`src/rtl/mtimer.sv`:
```
// RISC-V machine timer: 64-bit mtime/mtimecmp behind a one-cycle bus.
// Level irq while enabled and mtime >= mtimecmp.
module mtimer (
    input  logic        clock,
    input  logic        reset,
    input  logic [31:0] rw_address,
    output logic [31:0] read_data,
    input  logic        read_request,
    output logic        read_response,
    input  logic [31:0] write_data,
    input  logic [3:0]  write_strobe,
    input  logic        write_request,
    output logic        write_response,
    output logic        irq
);

    logic        enable;
    logic [63:0] mtime;
    logic [63:0] mtimecmp;
    logic [63:0] mtime_nx;
    logic [63:0] cmp_nx;
    logic        enable_nx;
    logic [31:0] rd_mux;
    logic [31:0] mask;
    logic [2:0]  sel;
    logic        sel_cr;
    logic        sel_tlo;
    logic        sel_thi;
    logic        sel_clo;
    logic        sel_chi;
    logic        addr_unused;

    assign sel = rw_address[4:2];
    assign addr_unused = ^{rw_address[31:5], rw_address[1:0]};

    assign sel_cr  = (sel == 3'd0);
    assign sel_tlo = (sel == 3'd1);
    assign sel_thi = (sel == 3'd2);
    assign sel_clo = (sel == 3'd3);
    assign sel_chi = (sel == 3'd4);

    assign mask = {{8{write_strobe[3]}}, {8{write_strobe[2]}},
                   {8{write_strobe[1]}}, {8{write_strobe[0]}}};

    function automatic logic [31:0] merge(
        input logic [31:0] old,
        input logic [31:0] data,
        input logic [31:0] m
    );
        return (old & ~m) | (data & m);
    endfunction

    always_comb begin
        rd_mux = 32'd0;
        unique case (1'b1)
            sel_cr:  rd_mux = {31'd0, enable};
            sel_tlo: rd_mux = mtime[31:0];
            sel_thi: rd_mux = mtime[63:32];
            sel_clo: rd_mux = mtimecmp[31:0];
            sel_chi: rd_mux = mtimecmp[63:32];
            default: rd_mux = 32'd0;
        endcase
    end

    // A write to either mtime half replaces that cycle's increment.
    always_comb begin
        mtime_nx  = mtime;
        cmp_nx    = mtimecmp;
        enable_nx = enable;
        if (write_request && sel_tlo) begin
            mtime_nx[31:0] = merge(mtime[31:0], write_data, mask);
        end else if (write_request && sel_thi) begin
            mtime_nx[63:32] = merge(mtime[63:32], write_data, mask);
        end else if (enable) begin
            mtime_nx = mtime + 64'd1;
        end
        if (write_request && sel_clo) begin
            cmp_nx[31:0] = merge(mtimecmp[31:0], write_data, mask);
        end
        if (write_request && sel_chi) begin
            cmp_nx[63:32] = merge(mtimecmp[63:32], write_data, mask);
        end
        if (write_request && sel_cr && write_strobe[0]) begin
            enable_nx = write_data[0];
        end
    end

    always_ff @(posedge clock) begin
        if (!reset) begin
            enable         <= 1'b0;
            mtime          <= 64'd0;
            mtimecmp       <= '1;
            irq            <= 1'b0;
            read_response  <= 1'b0;
            write_response <= 1'b0;
            read_data      <= 32'd0;
        end else begin
            enable         <= enable_nx;
            mtime          <= mtime_nx;
            mtimecmp       <= cmp_nx;
            irq            <= enable & (mtime >= mtimecmp);
            read_response  <= read_request;
            write_response <= write_request;
            read_data      <= read_request ? rd_mux : 32'd0;
        end
    end

endmodule

```
`config.mk`:
```
export PLATFORM = sky130hd
export DESIGN_NAME = mtimer
export DESIGN_NICKNAME = d
export VERILOG_FILES = /design/src/rtl/mtimer.sv
export SDC_FILE = /design/constraint.sdc
export NUM_CORES = 1
export LEC_CHECK = 0
export BUFFER_PORTS_ARGS = -buffer_cell sky130_fd_sc_hd__buf_2
export CAP_MARGIN = 20
export CORE_MARGIN = 1.5
export CORE_UTILIZATION = 60
export DETAILED_ROUTE_END_ITERATION = 6
export MAX_ROUTING_LAYER = met4
export PLACE_DENSITY = 0.78
export SLEW_MARGIN = 20
export SYNTH_ARGS = -nofsm -noshare
export SYNTH_HDL_FRONTEND = slang
export SYNTH_SLANG_ARGS = --single-unit
```
`constraint.sdc`:
```
create_clock -name clock -period 2.6 [get_ports clock]
set_input_delay 0.26 -clock clock [delete_from_list [all_inputs] [get_ports clock]]
set_output_delay 0.26 -clock clock [all_outputs]
set_load 0.02 [all_outputs]
```
==> qor.yml <==
status: "finished with violations"
violations: "DRC"
arrival_ns: 2.91
p_int_mw: 4.24
path_cells: "ha_1, nand3_1, nor4_2, buf_12, and2_2, nand2_1, nor4_1, o31a_1"
post-dp-hpwl_um: 22900
fin_skew_ns: 0.00996
cts_htree_levels: 4
antenna_found_initial: 0
ant_nets: 0
ctsHoldBuffers: 0
worstMarginPinSlew_ns: 0.749
place_ws_ns: 0.158
diodes: 0
die_w_um: 132
cts_buffers: 17
clock_path_buffers: 2
dieArea_um2: 17400
cts_setup_buffers: 0
p_seq_share_pct: 45.3
root_buffer: "clkbuf_16"
fillers: 1327
p_sw_share_pct: 26.4
holdCritStartpoint: "write_data[3]"
firstDrtPassIters: 7
power_leakage_nw: 5.04
die_y_um: 132
drt-wirelength-per-cell_um: 20.6
worstRegToRegCells: 8
clkPwrFrac_pct: 44.7
syn_avg_cell_area_um2: 7.81
core_region_area_um2: 16100
mostFrequentLayoutCell: "dfxtp_1"
yosysSeqAreaShare_pct: 32.9
start_util_pct: 62.2
num_vias: 10618
crit_path_end_kind: "flip-flop"
grt_pass1_wl_um: 52300
synthCells: 1279
max_cap_viol_count: 0
grt_max_degree: 46
power_density_nw_per_um2: 501
routed_wl_um: 32700
hold_path_class: "input pin to flip-flop"
clk_latency_ns: 0.45
post-route-period-util_pct: 97.3
hold_viol_final: 0
synth_warnings: 0
grt_usage_pct: 38.7
whs_path_depth: 3
async_reset_ff_share_pct: 0
area_growth_pct: 15.3
critPathMaxStageDelay_ns: 0.44
cts_resized: 0
maxClockFrequency_ghz: 0.395
vdd_drop_max_v: 0.000536
cpLargestDelayFamily: "simple AND/OR/NAND/NOR gates"
cp.required_ns: 2.98
register_area_um2: 3280
clock_sinks: 164
place_congestion: 0.950
r2r_slack_ns: 0.07
io_buffers: 77
slew_viol_final: 0
gr-total-overflow: 0
cts.clk_slew.worst_paths_ns: 0.06
multi_input_area_um2: 6000
final_cell_mix: "164 x dfxtp_1, 137 x nand2_1, 132 x a21oi_1, 91 x nor2_1, 86 x inv_1"
synth_seq_cells: 164
drc: 5
ios: 107
startpoint_type: "flip-flop"
p_sw_mw: 1.52
critPathKind: "flip-flop to flip-flop"
fin_crit_ns: 2.53
drt_iter0_markers: 1509
comb_power_share_pct: 10.0
fin_nets: 1497
grt_pass1_vias: 9823
maxSlewHeadroom_pct: 50.1
worstPathMaxFanout: 14
grt_setup_unrepaired: "false"
slowest_stage: "dfxtp_1"
critPathBufInv: 1
layout-drive-gt1-share_pct: 16.3
ys_types: 77
core.rowCount: 46
synth_ff_type: "dfxtp_1"
finalSetupTns_ns: 0
tritoncts: "done"
syn_nets: 1416
synth_edf_count: 0
setup_viol: 0
viasPerCell: 6.68
fin_ws_ns: 0.0701
netlist_area_um2: 9990
==> power groups by stage <==
stage	sequential, mW	clock [mW]	combinational, mW
detailed placement	2.67	0	0.553
global route	2.62	2.68	0.624
finish	2.61	2.58	0.575
floorplan	2.68	0	0.321
CTS	2.61	2.58	0.560
global placement	2.67	0	0.544
==> through the flow <==
step	std cells	area, um2	utilization (%)	power, mW	hold WS, ns
6_report	1589	11500	71.7	5.76	0.0913
5_1_grt	1589	11500	71.7	5.92	0.0933
4_1_cts	1589	11500	71.7	5.75	0.0942
3_5_place_dp	1557	10900	68.0	3.22	0.505
3_3_place_gp	1557	10900	68.0	3.21	0.490
2_1_floorplan	1279	9990	-	3.00	0.391
==> how the worst max path moves through the flow <==
| stage | startpoint | end | slack, ns | cells after the start |
|---|---|---|---|---|
| 2_1_floorplan | flip-flop | flip-flop | 0.48 | 8 |
| 3_3_place_gp | flip-flop | flip-flop | 0.22 | 8 |
| 3_5_place_dp | flip-flop | flip-flop | 0.16 | 8 |
| 4_1_cts | flip-flop | flip-flop | 0.04 | 8 |
| 5_1_grt | flip-flop | flip-flop | 0.05 | 8 |
| 6_report | flip-flop | flip-flop | 0.07 | 8 |
==> area by class of cell <==
| class | instances | share of cell area [%] |
|---|---|---|
| timing repair buffer | 159 | 9.04 |
| clock inverter | 10 | 1.08 |
| tap | 216 | 2.35 |
| multi-input combinational | 931 | 52.1 |
| inverter | 87 | 2.84 |
| clock buffer | 22 | 4.03 |
| sequential | 164 | 28.5 |
==> synthesized netlist by cell type, types with 9 or more instances <==
library cell / n / area, um2
dfxtp_1: 164 / 3280
nand2_1: 137 / 514
a21oi_1: 132 / 661
nor2_1: 91 / 342
inv_1: 86 / 323
clkbuf_1: 75 / 282
o211ai_1: 70 / 526
o21ai_0: 69 / 345
a22oi_1: 65 / 488
ha_1: 65 / 813
nand3_1: 28 / 140
nand4_1: 27 / 169
nor3_1: 24 / 120
and3_1: 20 / 125
buf_2: 18 / 90.1
a211oi_1: 11 / 82.6
a31oi_1: 11 / 68.8
nor4_1: 11 / 68.8
a311oi_1: 10 / 87.6
and2_1: 9 / 56.3
==> logic make-up after synthesis <==
kind of cell	after synthesis	share of synthesized area, %
adder cells (fa/ha/maj)	65	8.14
buffers and inverters	184	7.14
XOR/XNOR	5	0.439
AO/OA/AOI/OAI	448	29.4
flip-flops	164	32.9
multiplexers	8	0.802
AND/OR/NAND/NOR	405	21.2
==> layer usage <==
layer / track usage (%) / vias up / routed length (um)
met5: - / - / 0
met2: 57.4 / 649 / 14100
met1: 51.3 / 4940 / 13700
met3: 8.73 / 116 / 3740
li1: - / 4913 / -
met4: 14.9 / 0 / 1200
==> worst register-to-register path: stages, from the launching register on <==
cell and delay (ns):
dfxtp_1 0.44, ha_1 0.24, nand3_1 0.18, nor4_2 0.40
buf_12 0.20, and2_2 0.25, nand2_1 0.18, nor4_1 0.41
o31a_1 0.19
Power figures use the tool's default switching activity.
